<file path="config.mk">
export PLATFORM = sky130hd
export DESIGN_NAME = axi_ad7616_up_regs
export DESIGN_NICKNAME = d
export VERILOG_FILES = /design/src/rtl/axi_ad7616_up_regs.sv
export SDC_FILE = /design/constraint.sdc
export NUM_CORES = 1
export LEC_CHECK = 0
export CAP_MARGIN = 20
export CORE_ASPECT_RATIO = 1.25
export CORE_MARGIN = 1.5
export CORE_UTILIZATION = 57
export DETAILED_ROUTE_END_ITERATION = 10
export GPL_ROUTABILITY_DRIVEN = 0
export PLACE_DENSITY = 0.86
export SLEW_MARGIN = 20
export SYNTH_ARGS = -nofsm -noshare
export SYNTH_HDL_FRONTEND = slang
export SYNTH_SLANG_ARGS = --single-unit
</file>
<file path="constraint.sdc">
create_clock -name up_clk -period 14.43 [get_ports up_clk]
set_input_delay 2.886 -clock up_clk [delete_from_list [all_inputs] [get_ports up_clk]]
set_output_delay 2.886 -clock up_clk [all_outputs]
set_load 0.02 [all_outputs]
</file>
<file path="src/rtl/axi_ad7616_up_regs.sv">
// Register bank for the AD7616 control space: up_* bus writes and reads, device
// control outputs, conversion-start pulse generator and device register-write launch.
module axi_ad7616_up_regs #(
  parameter logic [31:0] ID      = 32'd0,
  parameter logic [31:0] VERSION = 32'h00001002
) (
  input  logic        up_clk,
  input  logic        up_rst,
  input  logic        up_wreq,
  input  logic [13:0] up_waddr,
  input  logic [31:0] up_wdata,
  output logic        up_wack,
  input  logic        up_rreq,
  input  logic [13:0] up_raddr,
  output logic [31:0] up_rdata,
  output logic        up_rack,
  output logic        dev_resetn,
  output logic        cnvst_en,
  output logic        cnvst,
  output logic [4:0]  burst_length,
  output logic        wr_req,
  output logic [15:0] wr_data,
  input  logic        wr_ack,
  input  logic        rd_valid,
  input  logic [15:0] rd_data
);

  localparam logic [13:0] ADDR_VERSION    = 14'h000;
  localparam logic [13:0] ADDR_ID         = 14'h001;
  localparam logic [13:0] ADDR_SCRATCH    = 14'h002;
  localparam logic [13:0] ADDR_CNTRL      = 14'h010;
  localparam logic [13:0] ADDR_CONV_RATE  = 14'h011;
  localparam logic [13:0] ADDR_BURST_LEN  = 14'h012;
  localparam logic [13:0] ADDR_READ_DATA  = 14'h013;
  localparam logic [13:0] ADDR_WRITE_DATA = 14'h014;

  typedef enum logic {
    WR_IDLE,
    WR_PEND
  } wr_state_t;

  wr_state_t   state_q, state_d;
  logic [15:0] wr_data_q, wr_data_d;
  logic        wack_q, rack_q;
  logic [31:0] rdata_q, rdata_d;
  logic [31:0] scratch_q;
  logic [1:0]  cntrl_q;
  logic [31:0] conv_rate_q;
  logic [4:0]  burst_q;
  logic [15:0] read_data_q;
  logic [31:0] cnt_q, cnt_d;
  logic        cnvst_q, cnvst_d;

  logic wr_scratch, wr_cntrl, wr_conv_rate, wr_burst, wr_wdata;

  assign wr_scratch   = up_wreq && (up_waddr == ADDR_SCRATCH);
  assign wr_cntrl     = up_wreq && (up_waddr == ADDR_CNTRL);
  assign wr_conv_rate = up_wreq && (up_waddr == ADDR_CONV_RATE);
  assign wr_burst     = up_wreq && (up_waddr == ADDR_BURST_LEN);
  assign wr_wdata     = up_wreq && (up_waddr == ADDR_WRITE_DATA);

  // Read mux samples the pre-update register values, so a same-cycle write or
  // rd_valid capture is not visible until the following read.
  always_comb begin
    rdata_d = '0;
    if (up_rreq) begin
      case (up_raddr)
        ADDR_VERSION:   rdata_d = VERSION;
        ADDR_ID:        rdata_d = ID;
        ADDR_SCRATCH:   rdata_d = scratch_q;
        ADDR_CNTRL:     rdata_d = {30'd0, cntrl_q};
        ADDR_CONV_RATE: rdata_d = conv_rate_q;
        ADDR_BURST_LEN: rdata_d = {27'd0, burst_q};
        ADDR_READ_DATA: rdata_d = {16'd0, read_data_q};
        default:        rdata_d = '0;
      endcase
    end
  end

  always_comb begin
    state_d   = state_q;
    wr_data_d = wr_data_q;
    case (state_q)
      WR_IDLE: begin
        if (wr_wdata) begin
          wr_data_d = up_wdata[15:0];
          state_d   = WR_PEND;
        end
      end
      WR_PEND: begin
        if (wr_ack) begin
          state_d = WR_IDLE;
        end
      end
      default: state_d = WR_IDLE;
    endcase
  end

  // Pulse is registered off the terminal count, so the first one appears
  // conv_rate cycles after the edge that enabled or reconfigured the generator.
  always_comb begin
    cnt_d   = '0;
    cnvst_d = 1'b0;
    if (!(wr_cntrl || wr_conv_rate) && (cntrl_q == 2'b11) && (conv_rate_q != '0)) begin
      if (cnt_q == (conv_rate_q - 32'd1)) begin
        cnvst_d = 1'b1;
      end else begin
        cnt_d = cnt_q + 32'd1;
      end
    end
  end

  always_ff @(posedge up_clk or posedge up_rst) begin
    if (up_rst) begin
      wack_q      <= 1'b0;
      rack_q      <= 1'b0;
      rdata_q     <= '0;
      scratch_q   <= '0;
      cntrl_q     <= '0;
      conv_rate_q <= '0;
      burst_q     <= '0;
      read_data_q <= '0;
      state_q     <= WR_IDLE;
      wr_data_q   <= '0;
      cnt_q       <= '0;
      cnvst_q     <= 1'b0;
    end else begin
      wack_q  <= up_wreq;
      rack_q  <= up_rreq;
      rdata_q <= rdata_d;
      if (wr_scratch)   scratch_q   <= up_wdata;
      if (wr_cntrl)     cntrl_q     <= up_wdata[1:0];
      if (wr_conv_rate) conv_rate_q <= up_wdata;
      if (wr_burst)     burst_q     <= up_wdata[4:0];
      if (rd_valid)     read_data_q <= rd_data;
      state_q   <= state_d;
      wr_data_q <= wr_data_d;
      cnt_q     <= cnt_d;
      cnvst_q   <= cnvst_d;
    end
  end

  assign up_wack      = wack_q;
  assign up_rack      = rack_q;
  assign up_rdata     = rdata_q;
  assign dev_resetn   = cntrl_q[0];
  assign cnvst_en     = cntrl_q[1];
  assign cnvst        = cnvst_q;
  assign burst_length = burst_q;
  assign wr_req       = (state_q == WR_PEND);
  assign wr_data      = wr_data_q;

endmodule

</file>
Word level (Yosys, flattened, before mapping):

Index checks and enable logic that the tools add are counted.

* output and inout port bits: 59
* bits in registers: 171

* eq/ne operators: 12
* bitwise gates (word level): 1
* add/sub/neg operators: 2
* muxes and demuxes: 9
* reductions and logical operators: 12

Operators with widths (count)
* $pmux 32 s6: 1
* $eq 14x5->1 const B: 8
* $mux 32: 3
* $add 32x1->32 const B: 1
* $eq 32x32->1: 1
* $reduce_bool 32->1: 1
* $sub 32x1->32 const B: 1
* $eq 14x2->1 const B: 2
* $logic_not 14->1: 1
* $logic_and 1x1->1: 7
* $mux 1: 4
* $eq 2x2->1 const B: 1
* $pmux 1 s2: 1
* $reduce_and 2->1: 1
* $logic_not 1->1: 1
* $logic_or 1x1->1: 1
* $not 1->1: 1

Logic depth before layout (Yosys ltp):

Gate-level depths: netlist (run 1).

* depth in word-level cells: 7
* mapped depth: 11

Least setup slack after synthesis (run 1):

No wires, ideal clock.

* path kind: input port to flip-flop
* start: input up_raddr[7]
* end: register rdata_q[11], in the netlist up_rdata[11]
* data required time: 14.357 ns
* stages on the path: 8
* arrival: 4.705 ns
* setup slack: 9.653 ns
* library setup time: 0.073 ns
* buffers on the path: 2
* cell sequence: nor4_1 -> nand2_1 -> nor4_1 -> and3_1 -> clkbuf_1 -> clkbuf_1 -> a222oi_1 -> nor2_1

* cells in the longest elaborated chain, start to end: 3
* elaborated cells between the ends (all ways): 8
* those cells by class: eq/ne: 5; mux: 2; reduce/logical: 1

RTL lines
* from (decl): RTL line 14 `input logic [13:0] up_raddr,`
* $eq 14x5->1, or another cell as far along: RTL line 67 `case (up_raddr)`
* $pmux 32 s6 (*): RTL line 67
* $mux 32 (*): RTL line 66 `if (up_rreq) begin`
* via rdata_d[11]: RTL line 45 `logic [31:0] rdata_q, rdata_d;`
* to (signal assigned): RTL line 130 `rdata_q <= rdata_d;`
* to (decl): RTL line 45

The timed path passes the listed nets; every way through them passes the cells marked *.
A chain may end at the register's enable or synchronous reset.

Worst setup path after layout (run 1):

* start: input up_raddr[7]
* end: register rdata_q[5], in the netlist up_rdata[5]

Same word-level chain as after synthesis.

==> run_results.csv, run 1 <==
group,metric,value,unit
critical_path,cp.required,14.76,ns
critical_path,cp-start-kind,"input pin",
clock_network,holdBufCountCts,0,
critical_path,path_delay_family,"simple AND/OR/NAND/NOR gates",
floorplanning,rows,48,
logic_synthesis,yosys_warnings,0,
drt,wire_per_inst,20.6,um
clock_network,cts_setup_buffers,0,
grt,use_met2,50.5,%
logic_synthesis,synth_top_cell_by_area,"dfrtp_1",
grt,grt_util_met1,35.4,%
job,max-cap-violations,0,
floorplanning,dieWidth,109,um
placed_design,dp_cells,980,
critical_path,cp_slowest_cell,"and3_1",
timing,finalCriticalPeriod,5.20,ns
logic_synthesis,syn_area,8000,um2
grt,grt_util_met3,6.40,%
power_and_ir_drop,power.density,97.0,nW/um2
finish,n_antenna_cell,0,
critical_path,crit_chain,"clkdlybuf4s50_1 > nor4_1 > nand2_1 > nor4_1 > buf_4 > and3_1 > a222oi_1 > nor2_1",
logic_synthesis,seq_area_frac_synth,53.5,%
logic_synthesis,synth-edff-count,0,
timing,rsz0062_at_grt,"false",
logic_synthesis,ys_top_cells_by_area,"dfrtp_1, mux2_2, xnor2_1, nor2_1, xor2_1",
logic_synthesis,synth_seq_cells,171,
floorplanning,start_util,58.1,%
logic_synthesis,synth_ff_type,"dfrtp_1",
grt,grt_start_max_net_pins,112,
clock_network,cts_max_level,4,
drt,vias,6121,
drt,dr.pass1.iters,6,
placed_design,hpwl,14.4,mm
critical_path,worst_path_most_repeated_cell,"nor4_1",
critical_path,crit_path_max_fanout,26,
logic_synthesis,synth_top_area_share,53.5,%
power_and_ir_drop,vdd_drop_max,0.0000723,V
finish,area_growth,26.8,%
floorplanning,core_area,13800,um2
drt,avgViaCountPerCell,6.04,
logic_synthesis,syn_avg_cell_area,11.5,um2
finish,final_nets,910,
floorplanning,die_h,135,um
logic_synthesis,synthTopCellsByCount,"dfrtp_1, mux2_2, nor2_1, xnor2_1, xor2_1",
grt,grt_pass1_vias,6383,
drt,drtIter0Drc,408,
finish,drive_gt1_share,18.8,%
logic_synthesis,syn-num-nets,778,
clock_network,clockBufferDepth,2,
clock_network,cts_tree,"done",
logic_synthesis,syn_inst,694,
floorplanning,die_area,14800,um2
placed_design,io_buffers,140,
critical_path,critPathBufInv,2,
finish,instances_no_fill,1014,
drt,wl,20.9,mm
grt,grt_use_total,29.7,%
grt,grt-busiest-layer,"met2",
clock_network,clk_latency,0.43,ns
timing,worst_pin_slew,1.09,ns
grt,grt-ovfl-total,0,
clock_network,clk_pin_slew_worst_paths,0.07,ns
grt,antenna_found_initial,0,
timing,slew_violations,0,
critical_path,critPathArrivalTime,5.53,ns
power_and_ir_drop,power.leakage,4.43,nW
logic_synthesis,synth.distinct_cells,55,
floorplanning,io_pins,141,
timing,fmax,192,MHz
run_status,status,"finished, final reports clean",
timing,finalHoldViolations,0,
clock_network,postCtsResizedCells,0,
power_and_ir_drop,fin_total_pwr,0.000983,W
min_path,hold_path.class,"reg -> reg",
clock_network,cts.sinks,171,
timing,finalSetupViolations,0,
clock_network,cts_made_buffers,17,
critical_path,slowest_delay,0.89,ns
logic_synthesis,synth-async-reset-ratio,100,%
clock_network,root_buffer,"clkbuf_16",
timing,tns,0,ns
critical_path,criticalPathCategory,"in -> reg",
critical_path,cp-end-kind,"flop",
logic_synthesis,synth_most_common_cell,"dfrtp_1",
timing,relSlewSlack,27.4,%
timing,fin_skew,0.0116,ns
timing,hold-worst-slack,0.506,ns
timing,finalCritPeriodShare,36.0,%
grt,grt_pass1_wl,33.1,mm
drt,ant_nets,0,
drt,drc,0,
## logic make-up (layout without fill, tap and decap cells)
family | count (synthesis) | after routing | synth area share [%]
flip-flops | 171 | 171 | 53.5
adder cells (fa/ha/maj) | 2 | 2 | 0.313
AO/OA/AOI/OAI | 63 | 63 | 5.96
AND/OR/NAND/NOR | 227 | 227 | 14.1
XOR/XNOR | 77 | 77 | 8.44
multiplexers | 109 | 109 | 15.5
buffers and inverters | 45 | 190 | 2.18
## cell usage in the layout (no fill, tap or decap), types with 4 or more instances in the layout
master,Yosys,routed
mux2_2,107,107
nand3_1,22,21
nor2_1,99,99
clkbuf_16,0,17
nor4_1,11,11
clkdlybuf4s50_1,0,140
or3_1,7,7
xor2_1,32,32
clkinvlp_4,0,4
inv_1,12,11
a22oi_1,20,20
buf_4,0,4
nand2_1,24,24
o21ai_0,7,7
a21oi_1,10,10
a222oi_1,10,10
dfrtp_1,171,171
xnor2_1,45,45
nand4_1,11,11
nand2b_1,4,4
and3_1,8,7
nor3_1,14,14
inv_6,0,5
## through the flow
stage | utilization (%) | cell area (um2) | setup WS, ns
floorplan | - | 8000 | 6.91
global placement | 69.3 | 9540 | 8.96
detailed placement | 69.4 | 9540 | 8.88
CTS | 73.5 | 10100 | 9.23
global route | 73.7 | 10100 | 9.09
finish | 73.7 | 10100 | 9.23
## state kept, by name (all words and copies together) (netlist names)
| signal | count |
|---|---|
| up_rdata | 32 |
| up_rack | 1 |
| up_wack | 1 |
| read_data_q | 16 |
| burst_length | 5 |
| cnt_q | 32 |
| conv_rate_q | 32 |
| cntrl_q | 2 |
| wr_data | 16 |
| scratch_q | 32 |
| cnvst | 1 |
| wr_req | 1 |
## report_power, final
group	leakage, nW	switching, W	internal [W]	total, W
combinational	1.82	0.0000237	0.0000280	0.0000517
clock	0.268	0.000194	0.000249	0.000443
sequential	2.35	0.00000346	0.000484	0.000488
## layer usage
metal | up-vias | wire [um]
met4 | 0 | 799
li1 | 2718 | -
met2 | 280 | 10900
met1 | 3063 | 8000
met5 | - | 0
met3 | 60 | 1210
## final timing paths
check | end | start | slack, ns | cells after the start
setup / recovery | up_rdata[5]$_DFF_PP0_ | up_raddr[7] | 9.23 | 8
hold / removal | read_data_q[3]$_DFFE_PP0P_ | read_data_q[3]$_DFFE_PP0P_ | 0.51 | 1
setup reg to reg | cnt_q[28]$_DFF_PP0_ | conv_rate_q[5]$_DFFE_PP0P_ | 10.60 | 9
hold reg to reg | read_data_q[3]$_DFFE_PP0P_ | read_data_q[3]$_DFFE_PP0P_ | 0.51 | 1
max in group asynchronous | scratch_q[0]$_DFFE_PP0P_ | up_rst | 10.16 | 3
min in group asynchronous | cnt_q[1]$_DFF_PP0_ | up_rst | 3.01 | 2
## cell type report
type	instances	area (um2)
repair buffers	146	1450
multi-input cells	478	3560
fillers	916	3620
clock buffers	21	460
flip-flops and latches	171	4280
clock inverters	11	109
well taps	175	219
inverters	12	52.6
Power figures use the tool's default switching activity.
==> run 2, diff against run 1 <==
Settings changed: CORE_UTILIZATION 57 to 48, PLACE_DENSITY 0.86 to 0.78.
Clock period 14.43 ns to 4.23 ns, I/O delays scaled along.
==> run 2 against run 1 <==
Against the previous run: core utilization down 11 points; sequential share of layout area fell by 0.40 points; sequential power rose to 3.4 times the previous value.
==> run_results.csv, run 2 (synthesized netlist as in run 1, its figures left out) <==
group,metric,value,unit
finish,final_area,10200,um2
timing,slew_violations,0,
critical_path,critPathArrivalTime,3.62,ns
min_path,hp-start,"wr_data[14]$_DFFE_PP0P_",
finish,num-fill-cells,1271,
critical_path,cp-end-kind,"flop",
floorplanning,die_h,147,um
timing,relSlewSlack,42.2,%
clock_network,cts_tree,"done",
min_path,hold_path_depth,1,
clock_network,clk_latency,0.43,ns
power_and_ir_drop,power.density,322,nW/um2
grt,grt_util_met1,27.8,%
timing,finalCritPeriodShare,78.5,%
critical_path,cp-startpoint,"conv_rate_q[5]$_DFFE_PP0P_",
critical_path,cp.required,4.53,ns
drt,ant_nets,0,
floorplanning,rows,52,
critical_path,r2r_setup_slack,0.91,ns
grt,use_met2,41.4,%
placed_design,dp_cells,1028,
grt,grt-busiest-layer,"met2",
grt,grt_util_met3,4.58,%
clock_network,cts.sinks,171,
critical_path,rr_endpoint,"cnt_q[23]$_DFF_PP0_",
clock_network,root_buffer,"clkbuf_16",
job,max-cap-violations,0,
finish,instances_no_fill,1060,
timing,finalHoldViolations,0,
clock_network,cts_max_level,4,
grt,grt_pass1_vias,6244,
timing,fmax,301,MHz
clock_network,clk_pin_slew_worst_paths,0.07,ns
drt,wire_per_inst,17.9,um
finish,layout_commonest_cell,"dfrtp_1",
critical_path,cp-start-kind,"flop",
clock_network,postCtsResizedCells,0,
floorplanning,core_area,16300,um2
critical_path,reg2reg_from,"conv_rate_q[5]$_DFFE_PP0P_",
finish,n_antenna_cell,0,
placed_design,io_buffers,140,
timing,finalSetupViolations,0,
power_and_ir_drop,power.leakage,4.46,nW
critical_path,crit_path_max_fanout,32,
drt,avgViaCountPerCell,5.54,
clock_network,holdBufCountCts,0,
grt,antenna_found_initial,0,
grt,grt-ovfl-total,0,
grt,grt_start_max_net_pins,102,
drt,wl,18.9,mm
finish,mostFrequentLayoutCells,"dfrtp_1, clkdlybuf4s50_1, mux2_2",
timing,rsz0062_at_grt,"false",
power_and_ir_drop,fin_total_pwr,0.00330,W
power_and_ir_drop,vdd_drop_max,0.000285,V
floorplanning,die_area,17400,um2
drt,vias,5868,
clock_network,cts_made_buffers,17,
timing,tns,0,ns
floorplanning,start_util,49.2,%
timing,fin_skew,0.00729,ns
timing,finalCriticalPeriod,3.32,ns
placed_design,hpwl,13.4,mm
min_path,hold_path.class,"reg -> reg",
floorplanning,io_pins,141,
grt,grt_use_total,23.2,%
drt,drtIter0Drc,444,
finish,area_growth,28.0,%
drt,dr.pass1.iters,8,
timing,worst_pin_slew,0.865,ns
drt,drc,0,
clock_network,clockBufferDepth,2,
placed_design,dpl_cell_area,9680,um2
min_path,holdPathEnd,"wr_data[14]$_DFFE_PP0P_",
grt,grt_pass1_wl,31.8,mm
critical_path,criticalPathCategory,"reg -> reg",
finish,final_nets,915,
finish,drive_gt1_share,19.3,%
run_status,status,"finished, final reports clean",
clock_network,cts_setup_buffers,0,
critical_path,worstRegToRegCells,10,
floorplanning,dieWidth,118,um
## run 2: worst max-delay path by stage
stage                                        to  slack, ns  cells past startpoint
finish                      cnt_q[23]$_DFF_PP0_       0.91                     10
CTS                         cnt_q[23]$_DFF_PP0_       0.94                     10
floorplan           burst_length[0]$_DFFE_PP0P_       1.20                      1
detailed placement           cnt_q[8]$_DFF_PP0_       0.97                     10
global route                 cnt_q[3]$_DFF_PP0_       0.69                     11
global placement      scratch_q[22]$_DFFE_PP0P_       1.01                      7
## run 2: per-layer routing
metal	share of wire, %	vias to the layer above	wire (um)
met5	0	-	0
met3	4.4	33	839
li1	-	2734	-
met4	2.2	0	418
met2	53	179	9990
met1	41	2922	7670
## run 2: where the power goes
| group | total (W) | internal (W) | leakage [nW] | switching, W |
|---|---|---|---|---|
| Clock | 0.00146 | 0.000772 | 0.268 | 0.000690 |
| Combinational | 0.000174 | 0.0000984 | 1.84 | 0.0000760 |
| Sequential | 0.00166 | 0.00165 | 2.35 | 0.00000966 |
| Total | 0.00330 | 0.00252 | 4.46 | 0.000775 |
## run 2: stage by stage
step,hold slack (ns),worst slack (ns),utilization (%)
6_report,0.503,0.911,62.9
5_1_grt,0.517,0.685,62.9
2_1_floorplan,0.475,1.20,-
3_3_place_gp,0.488,1.01,59.5
4_1_cts,0.509,0.938,62.9
3_5_place_dp,0.494,0.965,59.5
## run 2: cell type report
| cell class | instances | area, um2 | share of cell area (%) |
|---|---|---|---|
| Sequential cell | 171 | 4280 | 41.8 |
| Clock inverter | 15 | 133 | 1.30 |
| Inverter | 12 | 48.8 | 0.477 |
| Timing Repair Buffer | 151 | 1520 | 14.9 |
| Multi-Input combinational cell | 478 | 3560 | 34.8 |
| Clock buffer | 17 | 425 | 4.16 |
| Tap cell | 216 | 270 | 2.64 |
## run 2: critical path, cell delays in order (launching register included)
cell,delay (ns)
dfrtp_1,0.46
nor3_1,0.54
nand3_1,0.13
buf_4,0.20
or2_1,0.27
or4_1,0.52
a21oi_1,0.18
nand4_1,0.17
o31ai_4,0.27
buf_4,0.34
nor2_1,0.10
